### src/rtl/xyolo_wr_pack.sv
// xyolo_wr_pack: packs a stream of signed result samples into wide memory
// words and issues them as write requests.
//
// Each accepted sample is saturated to signed OUT_W and dropped into the next
// lane of an accumulating word. A full word (or the final partial word of a
// job) moves into a single-entry output register that drives the memory write
// port with its byte strobes. Write addresses start at base_addr and wrap.
//
// Ports:
//   clk, rst              clock, asynchronous active-high reset
//   run                   start pulse (ignored unless idle)
//   base_addr, n_samples  job parameters, captured on an accepted run
//   in_valid/in_data      sample input, in_ready = sample taken this cycle
//   m_valid/m_ready       write request handshake
//   m_addr/m_wdata/m_wstrb  write address, packed data, byte enables
//   busy                  job in progress (RUN or FLUSH)
//   done                  one-cycle completion pulse
module xyolo_wr_pack #(
  parameter int DATAPATH_W = 32,
  parameter int OUT_W      = 16,
  parameter int MEM_W      = 256,
  parameter int ADDR_W     = 12
) (
  input  logic                  clk,
  input  logic                  rst,
  input  logic                  run,
  input  logic [ADDR_W-1:0]     base_addr,
  input  logic [15:0]           n_samples,
  input  logic                  in_valid,
  input  logic [DATAPATH_W-1:0] in_data,
  output logic                  in_ready,
  output logic                  m_valid,
  input  logic                  m_ready,
  output logic [ADDR_W-1:0]     m_addr,
  output logic [MEM_W-1:0]      m_wdata,
  output logic [MEM_W/8-1:0]    m_wstrb,
  output logic                  busy,
  output logic                  done
);

  localparam int PACK   = MEM_W / OUT_W;
  localparam int LANE_W = $clog2(PACK);
  localparam int LANE_B = OUT_W / 8;

  localparam logic signed [DATAPATH_W-1:0] SAT_MAX =
    DATAPATH_W'((64'sd1 <<< (OUT_W - 1)) - 64'sd1);
  localparam logic signed [DATAPATH_W-1:0] SAT_MIN =
    DATAPATH_W'(-(64'sd1 <<< (OUT_W - 1)));

  typedef enum logic [1:0] {
    ST_IDLE,
    ST_RUN,
    ST_FLUSH,
    ST_DONE
  } state_t;

  state_t              state_reg;
  logic [LANE_W-1:0]   lane_cnt_reg;
  logic [15:0]         sample_cnt_reg;
  logic [15:0]         n_reg;
  logic [MEM_W-1:0]    pack_reg;
  logic                m_valid_reg;
  logic [ADDR_W-1:0]   m_addr_reg;
  logic [MEM_W-1:0]    m_wdata_reg;
  logic [MEM_W/8-1:0]  m_wstrb_reg;
  logic                busy_reg;
  logic                done_reg;

  logic                        in_ready_int;
  logic                        accept;
  logic                        last_sample;
  logic                        load_word;
  logic signed [DATAPATH_W-1:0] in_s;
  logic [OUT_W-1:0]            sat_val;
  logic [MEM_W-1:0]            lane_word;
  logic [MEM_W/8-1:0]          lane_strb;

  // The output register can take a new word when it is empty or being
  // drained in this very cycle.
  assign in_ready_int = (state_reg == ST_RUN) && (!m_valid_reg || m_ready);
  assign accept       = in_valid && in_ready_int;
  assign last_sample  = (sample_cnt_reg == n_reg - 16'd1);
  assign load_word    = (lane_cnt_reg == LANE_W'(PACK - 1)) || last_sample;

  assign in_s = in_data;

  always_comb begin
    sat_val = in_data[OUT_W-1:0];
    if (in_s > SAT_MAX) begin
      sat_val = SAT_MAX[OUT_W-1:0];
    end else if (in_s < SAT_MIN) begin
      sat_val = SAT_MIN[OUT_W-1:0];
    end
  end

  // Word as it looks with the current sample inserted; strobes cover every
  // lane up to and including the current one, so a partial word only enables
  // the filled lanes (unfilled lanes stay zero in pack_reg).
  generate
    for (genvar gi = 0; gi < PACK; gi++) begin : g_lane
      assign lane_word[gi*OUT_W +: OUT_W] =
        (lane_cnt_reg == LANE_W'(gi)) ? sat_val : pack_reg[gi*OUT_W +: OUT_W];
      assign lane_strb[gi*LANE_B +: LANE_B] =
        {LANE_B{lane_cnt_reg >= LANE_W'(gi)}};
    end
  endgenerate

  always_ff @(posedge clk or posedge rst) begin
    if (rst) begin
      state_reg      <= ST_IDLE;
      lane_cnt_reg   <= '0;
      sample_cnt_reg <= '0;
      n_reg          <= '0;
      pack_reg       <= '0;
      m_valid_reg    <= 1'b0;
      m_addr_reg     <= '0;
      m_wdata_reg    <= '0;
      m_wstrb_reg    <= '0;
      busy_reg       <= 1'b0;
      done_reg       <= 1'b0;
    end else begin
      // Drain: free the register and advance to the next word address.
      if (m_valid_reg && m_ready) begin
        m_valid_reg <= 1'b0;
        m_addr_reg  <= m_addr_reg + ADDR_W'(1);
      end

      // Fill: a load in the draining cycle overrides the clear above.
      if (accept) begin
        sample_cnt_reg <= sample_cnt_reg + 16'd1;
        if (load_word) begin
          m_valid_reg  <= 1'b1;
          m_wdata_reg  <= lane_word;
          m_wstrb_reg  <= lane_strb;
          pack_reg     <= '0;
          lane_cnt_reg <= '0;
        end else begin
          pack_reg     <= lane_word;
          lane_cnt_reg <= lane_cnt_reg + LANE_W'(1);
        end
      end

      case (state_reg)
        ST_IDLE: begin
          if (run) begin
            m_addr_reg     <= base_addr;
            n_reg          <= n_samples;
            sample_cnt_reg <= '0;
            lane_cnt_reg   <= '0;
            pack_reg       <= '0;
            if (n_samples == 16'd0) begin
              state_reg <= ST_DONE;
              done_reg  <= 1'b1;
            end else begin
              state_reg <= ST_RUN;
              busy_reg  <= 1'b1;
            end
          end
        end
        ST_RUN: begin
          if (accept && last_sample) begin
            state_reg <= ST_FLUSH;
          end
        end
        ST_FLUSH: begin
          if (!m_valid_reg) begin
            state_reg <= ST_DONE;
            busy_reg  <= 1'b0;
            done_reg  <= 1'b1;
          end
        end
        default: begin
          state_reg <= ST_IDLE;
          done_reg  <= 1'b0;
        end
      endcase
    end
  end

  assign in_ready = in_ready_int;
  assign m_valid  = m_valid_reg;
  assign m_addr   = m_addr_reg;
  assign m_wdata  = m_wdata_reg;
  assign m_wstrb  = m_wstrb_reg;
  assign busy     = busy_reg;
  assign done     = done_reg;

endmodule

### config.mk
export PLATFORM = sky130hd
export DESIGN_NAME = xyolo_wr_pack
export DESIGN_NICKNAME = d
export VERILOG_FILES = /design/src/rtl/xyolo_wr_pack.sv
export SDC_FILE = /design/constraint.sdc
export NUM_CORES = 1
export LEC_CHECK = 0
export ABC_AREA = 1
export CELL_PAD_IN_SITES_DETAIL_PLACEMENT = 0
export CELL_PAD_IN_SITES_GLOBAL_PLACEMENT = 1
export CORE_MARGIN = 10
export CORE_UTILIZATION = 35
export DETAILED_ROUTE_END_ITERATION = 10
export GPL_ROUTABILITY_DRIVEN = 0
export GPL_TIMING_DRIVEN = 0
export PLACE_DENSITY = 0.72
export RECOVER_POWER = 50
export SYNTH_ARGS = -nofsm -noshare
export SYNTH_HDL_FRONTEND = slang
export SYNTH_SLANG_ARGS = --single-unit
### constraint.sdc
create_clock -name clk -period 55.3 [get_ports clk]
set_input_delay 8.295 -clock clk [delete_from_list [all_inputs] [get_ports clk]]
set_output_delay 8.295 -clock clk [all_outputs]
set_load 0.005 [all_outputs]
# After elaboration in Yosys (flattened, before gate mapping)
# Cells that the tools add are included.
# Widths: inputs -> output; s select.
totals:
  ff_bits: 596
  latchBits: 0
  ram_bits: 0
  mem_bits_ro: 0
  inputBits: 65
  word_cells: 121
  mem_count: 0
classes:
  n_addsub: 4
  multipliers: 0
  div: 0
  magnitude_cmp: 18
  eq_ne: 23
  n_shift: 0
  muxes: 48
  bitwise: 1
  reduce_logical: 16
op_table:
  columns: ["cell", "count"]
  rows:
  - ["$mux 256", 4]
  - ["$mux 16", 21]
  - ["$mux 12", 3]
  - ["$eq 4x4->1 const B", 8]
  - ["$ge 4x4->1 const B", 8]
  - ["$gt 32x16->1 const B", 1]
  - ["$lt 32x16->1 const B", 1]
  - ["$add 16x1->16 const B", 1]
  - ["$eq 16x16->1", 1]
  - ["$eq 4x3->1 const B", 4]
  - ["$ge 4x3->1 const B", 4]
  - ["$logic_not 16->1", 1]
  - ["$mux 4", 4]
  - ["$sub 16x1->16 const B", 1]
  - ["$add 12x1->12 const B", 1]
  - ["$mux 1", 9]
  - ["$eq 4x2->1 const B", 2]
  - ["$ge 4x1->1 const B", 2]
  - ["$ge 4x2->1 const B", 2]
  - ["$mux 2", 4]
  - ["$ne 2x2->1 const B", 4]
  - ["$reduce_and 4->1", 2]
  - ["$pmux 2 s3", 1]
  - ["$add 4x1->4 const B", 1]
  - ["15 further kinds", 20]

# Longest topological paths before layout
# Gate-level depths: netlist of run 1.
logic_depth:
  ltp_word: 8
  mapped_depth: 18

# Least setup slack after synthesis of run 1
# OpenSTA, ideal clock, no wires.
synth_path:
  kind: "input to output"
  start: "in m_ready"
  end: "out in_ready"
  arrival_time_ns: 8.447
  slack_ns: 38.558
  path_stages: 2
  cell_sequence: "nor2_1 nor2_1"
synth_between:
  elab_chain_cells: 2
synth_lines:
  columns: ["element", "line_no", "text"]
  rows:
  - ["start: declaration", "33", "input logic m_ready,"]
  - ["$logic_or 1x1->1", "80", "assign in_ready_int = (state_reg == ST_RUN) && (!m_valid_reg || m_ready);"]
  - ["$logic_and 1x1->1", "80", null]
  - ["end: declaration", "31", "output logic in_ready,"]
# Every way passes these cells.

==> run_results.csv, run 1 <==
group,metric,value,unit
routing,drt_iter0_drc,2346,
yosys,syn_area_per_cell,8.01,um^2
floorplan,die_x,300,um
routing,dr_wl_met3,8.00,mm
routing,drt-vias-per-instance,5.15,
routing,ant_nets,0,
layout,syn_to_final_growth,26.8,%
clock_network,path_clk_slew,60,ps
floorplan,die_y,300,um
job,cap_violations,7,
placement,dp.cells,4834,
run_status,violations,"max-capacitance violations, max-slew violations",
layout,nFillCells,7873,
floorplan,ios,369,
worst_setup_path,regToRegStartpoint,"lane_cnt_reg[1]$_DFF_PP0_",
clock_network,clockRootBuffer,"clkbuf_16",
power_and_ir_drop,leakage,16.8,nW
min_path,hold_path.class,"reg -> reg",
worst_setup_path,r2r_setup_slack,51800,ps
routing,highest_layer,"met4",
timing,fin_ws,34650,ps
yosys,synth.distinct_cells,37,
run_status,status,"finished with violations",
routing,vias,25545,
layout,layout.cells.most_common_list,"nand2_1 (1135), dfrtp_1 (581), a21oi_1 (486), o21ai_0 (315), nand3_1 (271)",
timing,timing.fmax,48.4,MHz
timing,rsz0062_at_grt,"no",
layout,final_util,0.448,
yosys,postSynth.asyncResetShare,1.00,
floorplan,start_util,0.354,
floorplan,rows,102,
floorplan,core-area,0.0775,mm^2
worst_setup_path,path_class,"in -> async",
yosys,ys_ff_latch,581,
yosys,ys_seq_area_frac,0.531,
layout,fin_cells,4960,
min_path,hold_start,"m_wdata[99]$_DFFE_PP0P_",
layout,drive_above_1_share,0.0628,
clock_network,cts_hold_buffers,0,
timing,worstMarginPinSlew,6240,ps
timing,fin_crit_sh,0.373,
power_and_ir_drop,peakVddDrop,0.0000194,V
yosys,netlist_instances,3421,
yosys,netlist_area,0.0274,mm^2
clock_network,cts-resized-gates,0,
layout,final_common_cell,"nand2_1",
placement,postPlaceCellArea,0.0325,mm^2
power_and_ir_drop,power.density,34.3,mW/mm^2
yosys,yosysWarnings,0,
routing,wl_met1,46.3,mm
layout,stdcell_area,0.0347,mm^2
placement,numPortBuffers,368,
placement,place_ws,37370,ps
routing,wl_met2,48.3,mm
timing,slew_headroom,-3.16,
yosys,ys.flop_type,"dfrtp_1",
worst_setup_path,crit_path_end,"m_wdata[123]$_DFFE_PP0P_",
grt,grt_pass1_vias,24707,
placement,hpwlAfterDp,72.9,mm
yosys,synth_edf_count,0,
worst_setup_path,worstPathRequired,54480,ps
worst_setup_path,cp-start-kind,"primary input",
yosys,synthesis.nets,3498,
clock_network,htreeDepth,3,
grt,grt_antenna_before_repair,1,
timing,slew_viol_final,603,
layout,final_nets,3943,
clock_network,cts_buffer_depth,3,
timing,fin_worst_skew,25.2,ps
clock_network,cts_sinks,581,
worst_setup_path,cp-startpoint,"rst",
grt,grt_overflow,0,
layout,seq_area,0.0145,mm^2
timing,finalSetupTns,0,ps
layout,multi_input_area,0.0109,mm^2
clock_network,cts_setup_buffers,0,
worst_setup_path,cp.arrival,19840,ps
routing,dr.pass1.iters,6,
timing,timing_hold_violations_final,0,
routing,routedWlPerCell,21.3,um
grt,grt_max_degree,118,
timing,post-route-min-period,20650,ps
worst_setup_path,end_kind,"async pin",
timing,final-setup-viol-count,0,
worst_setup_path,worstRegToRegCells,9,
clock_network,cts_buffers,70,
floorplan,dieArea,0.0898,mm^2
clock_network,clk_latency,620,ps
worst_setup_path,reg2reg_to,"pack_reg[174]$_DFF_PP0_",
routing,post-route-drc-count,0,
routing,wl,106,mm
clock_network,tritoncts,"built",
grt,grt_first_pass_wirelength,158,mm
grt,grt_usage,0.229,
worst_setup_path,crit_fanout,117,
## how the worst min path moves through the flow
stage	to	slack (ps)	depth (start not counted)
finish	m_wdata[99]$_DFFE_PP0P_	460	2
global route	m_wdata[220]$_DFFE_PP0P_	480	2
CTS	m_wdata[99]$_DFFE_PP0P_	470	2
detailed placement	m_wdata[99]$_DFFE_PP0P_	460	2
global placement	m_wdata[50]$_DFFE_PP0P_	450	2
floorplan	sample_cnt_reg[15]$_DFF_PP0_	450	1
## cells in the mapped netlist (3+ instances only)
library cell | count | share of area
o21ai_1 | 19 | 0.0035
o31ai_1 | 3 | 0.00082
nor2_1 | 118 | 0.016
dfrtp_1 | 581 | 0.53
clkbuf_1 | 147 | 0.020
xor2_1 | 15 | 0.0048
a31oi_1 | 3 | 0.00069
nand2_1 | 1135 | 0.16
xnor2_1 | 12 | 0.0038
nand3_1 | 271 | 0.050
inv_1 | 111 | 0.015
o21ai_0 | 315 | 0.058
buf_2 | 62 | 0.011
nand4_1 | 15 | 0.0034
nand3b_1 | 5 | 0.0014
buf_6 | 29 | 0.012
a21oi_1 | 486 | 0.089
buf_4 | 30 | 0.0082
buf_1 | 19 | 0.0026
nor3_1 | 11 | 0.0020
ha_1 | 12 | 0.0055
## routing by layer
layer	global-route usage	vias up
li1	-	12103
met1	0.308	12431
met2	0.358	845
met3	0.0551	166
met4	0.0757	0
met5	0	-
## power breakdown
part / internal [W] / switching [W] / leakage (nW)
Combinational: 0.0000699 / 0.000166 / 7.58
Clock: 0.000285 / 0.000189 / 1.16
Sequential: 0.000457 / 0.0000254 / 8.03
Total: 0.000811 / 0.000381 / 16.8
## area by class of cell
class | instances | share of cell area
flip-flops and latches | 581 | 0.419
multi-input cells | 2439 | 0.315
repair buffers | 373 | 0.107
clock buffers | 107 | 0.0614
plain buffers | 287 | 0.0428
well taps | 1040 | 0.0375
inverters | 114 | 0.0124
clock inverters | 18 | 0.00591
diodes | 1 | 0.0000720
## worst max-delay path: stages
cell           delay, ps
dlygate4sd3_1        550
clkinvlp_2          1880
clkbuf_1            4190
clkbuf_1            4650
## kinds of logic (layout without fill, tap and decap cells)
group / count (synthesis) / in the layout / share of synthesized area
xor gates and xnor gates: 27 / 27 / 0.00863
adders and majority gates: 12 / 12 / 0.00548
and+or+nand+nor: 1567 / 1567 / 0.232
AOI/OAI and AO/OA: 832 / 832 / 0.153
DFF: 581 / 581 / 0.531
buffers and inverters: 401 / 899 / 0.0698
muxes: 1 / 1 / 0.000365
other: 0 / 1 / 0
## metrics by stage
| stage | power [W] | hold WS [ps] |
|---|---|---|
| after floorplan | 0.000631 | 454 |
| after global placement | 0.000724 | 454 |
| after detailed placement | 0.000725 | 458 |
| after CTS | 0.00120 | 473 |
| after global routing | 0.00125 | 485 |
| final | 0.00119 | 461 |
Power figures use the tool's default switching activity.
==> run 2, diff against run 1 <==
PLACE_DENSITY = 0.75   (was 0.72)
clock period = 18.6 ns   (was 55.3 ns; I/O delays follow)
==> run 2 against run 1 <==
  * The run still ends with max-capacitance violations, max-slew violations left
  * Core utilization increased by 0.17 points
  * Clock power rose to 3.1 times the previous value
  * Non-clock buffer count rose by 12
  * Sequential share of layout area is 0.16 points lower
  * Combinational power rose to 3.0 times the previous value
  * Highest routed layer unchanged
  * Final cell count increased by 0.18%
==> run_results.csv, run 2 (same netlist as run 1, synthesis figures left out) <==
group,metric,value,unit
run_status,status,"finished with violations",
run_status,violations,"max-capacitance violations, max-slew violations",
placement,hpwlAfterDp,74.2,mm
timing,finalSetupTns,0,ps
clock_network,cts_setup_buffers,0,
power_and_ir_drop,p_comb_frac,0.196,
clock_network,htreeDepth,3,
worst_setup_path,regToRegStartpoint,"state_reg[1]$_DFFE_PP0P_",
timing,timing_hold_violations_final,0,
clock_network,cts-resized-gates,0,
grt,grt_usage,0.229,
worst_setup_path,path_class,"in -> async",
timing,fin_ws,8430,ps
layout,diodes,0,
grt,grt_first_pass_wirelength,159,mm
worst_setup_path,cp_slowest_cell,"clkbuf_1",
timing,final-setup-viol-count,0,
power_and_ir_drop,seqPwrFrac,0.399,
clock_network,cts_hold_buffers,0,
power_and_ir_drop,peakVddDrop,0.0000604,V
power_and_ir_drop,p_int,0.00245,W
layout,layout.cells.most_common_list,"nand2_1 (1135), dfrtp_1 (581), a21oi_1 (486), o21ai_0 (315), nand3_1 (271)",
min_path,hold_path_depth,2,
placement,numPortBuffers,368,
power_and_ir_drop,clkPwrFrac,0.404,
routing,vias,25725,
floorplan,rows,102,
grt,grt_overflow,0,
timing,post-route-min-period,10170,ps
power_and_ir_drop,power.density,103,mW/mm^2
layout,drive_above_1_share,0.0626,
worst_setup_path,cp-start-kind,"primary input",
floorplan,dieArea,0.0898,mm^2
routing,dr.pass1.iters,5,
min_path,hold_path.class,"reg -> reg",
worst_setup_path,reg2reg_to,"pack_reg[248]$_DFF_PP0_",
worst_setup_path,crit_fanout,39,
placement,dp.cells,4846,
worst_setup_path,cp_common_cell,"clkbuf_1",
job,cap_violations,18,
routing,ant_nets,0,
min_path,min_to,"m_wdata[108]$_DFFE_PP0P_",
worst_setup_path,r2r_setup_slack,15220,ps
timing,timing.fmax,98.3,MHz
clock_network,cts_buffer_depth,3,
clock_network,tritoncts,"built",
routing,drt_iter0_drc,2533,
worst_setup_path,worstPathRequired,18880,ps
timing,slew_headroom,-0.551,
layout,final_common_cell,"nand2_1",
grt,grt_max_degree,42,
routing,highest_layer,"met4",
routing,wl_met2,48.9,mm
worst_setup_path,worstRegToRegCells,12,
timing,fin_worst_skew,30.4,ps
clock_network,clockRootBuffer,"clkbuf_16",
worst_setup_path,cpPeakStageDelay,1600,ps
routing,wl,106,mm
floorplan,core-area,0.0775,mm^2
min_path,hold_start,"m_wdata[108]$_DFFE_PP0P_",
power_and_ir_drop,leakage,16.5,nW
floorplan,die_x,300,um
power_and_ir_drop,switchingPower,0.00114,W
routing,wl_met1,44.9,mm
clock_network,path_clk_slew,60,ps
floorplan,start_util,0.354,
grt,grt_antenna_before_repair,3,
clock_network,clk_latency,620,ps
timing,slew_viol_final,573,
timing,holdWs,463,ps
power_and_ir_drop,switching_share,0.317,
routing,dr_wl_met3,8.98,mm
floorplan,ios,369,
worst_setup_path,cp.arrival,10450,ps
routing,post-route-drc-count,0,
routing,drt-vias-per-instance,5.18,
timing,fin_crit_sh,0.547,
layout,final_nets,3954,
clock_network,cts_sinks,581,
placement,place_ws,11650,ps
timing,worstMarginPinSlew,2330,ps
timing,rsz0062_at_grt,"no",
layout,fin_cells,4969,
routing,routedWlPerCell,21.4,um
floorplan,die_y,300,um
grt,grt_pass1_vias,24911,
clock_network,cts_buffers,69,
layout,syn_to_final_growth,27.3,%
worst_setup_path,path_cells,"dlygate4sd3_1, clkinvlp_2, clkbuf_1, clkbuf_1, clkbuf_1, clkbuf_1, clkbuf_1",
worst_setup_path,end_kind,"async pin",
## run 2: critical path, delay by kind of cell
kind,cells,cell delay (ps)
buf+inv,7,7570
## run 2: how the worst max path moves through the flow
| stage | from | endpoint | slack (ps) |
|---|---|---|---|
| floorplan | rst | busy$_DFFE_PP0P_ | 7890 |
| global placement | rst | m_wdata[135]$_DFFE_PP0P_ | 3500 |
| detailed placement | m_ready | in_ready | 11650 |
| CTS | m_ready | in_ready | 11640 |
| global route | rst | m_wdata[163]$_DFFE_PP0P_ | 6900 |
| finish | rst | m_wdata[149]$_DFFE_PP0P_ | 8430 |
## run 2: power groups by stage
stage          logic [W]  clock network, W  registers [W]
2_1_floorplan   0.000441                 0        0.00144
3_3_place_gp    0.000697                 0        0.00146
3_5_place_dp    0.000708                 0        0.00145
4_1_cts         0.000711           0.00148        0.00143
5_1_grt         0.000783           0.00153        0.00144
6_report        0.000705           0.00145        0.00143
## run 2: layer usage
metal,track usage,vias to the layer above
li1,-,12118
met1,0.299,12519
met2,0.363,908
met3,0.0601,180
met4,0.0816,0
met5,0,-
## run 2: metrics by stage
| stage | instance area [um^2] | utilization | total power (W) |
|---|---|---|---|
| final | 34900 | 0.450 | 0.00359 |
| after floorplan | 27400 | - | 0.00188 |
| after detailed placement | 32700 | 0.422 | 0.00216 |
| after global placement | 32400 | 0.418 | 0.00215 |
| after global routing | 34900 | 0.450 | 0.00376 |
| after CTS | 35100 | 0.454 | 0.00362 |
## run 2: cell type report
| type | count | area, um^2 |
|---|---|---|
| fill | 7824 | 42600 |
| clock inverter | 21 | 323 |
| inverter | 114 | 429 |
| tap | 1040 | 1300 |
| buffer | 287 | 1490 |
| clock buffer | 102 | 2110 |
| sequential | 581 | 14500 |
| timing repair buffer | 385 | 3750 |
| multi-input combinational | 2439 | 10900 |
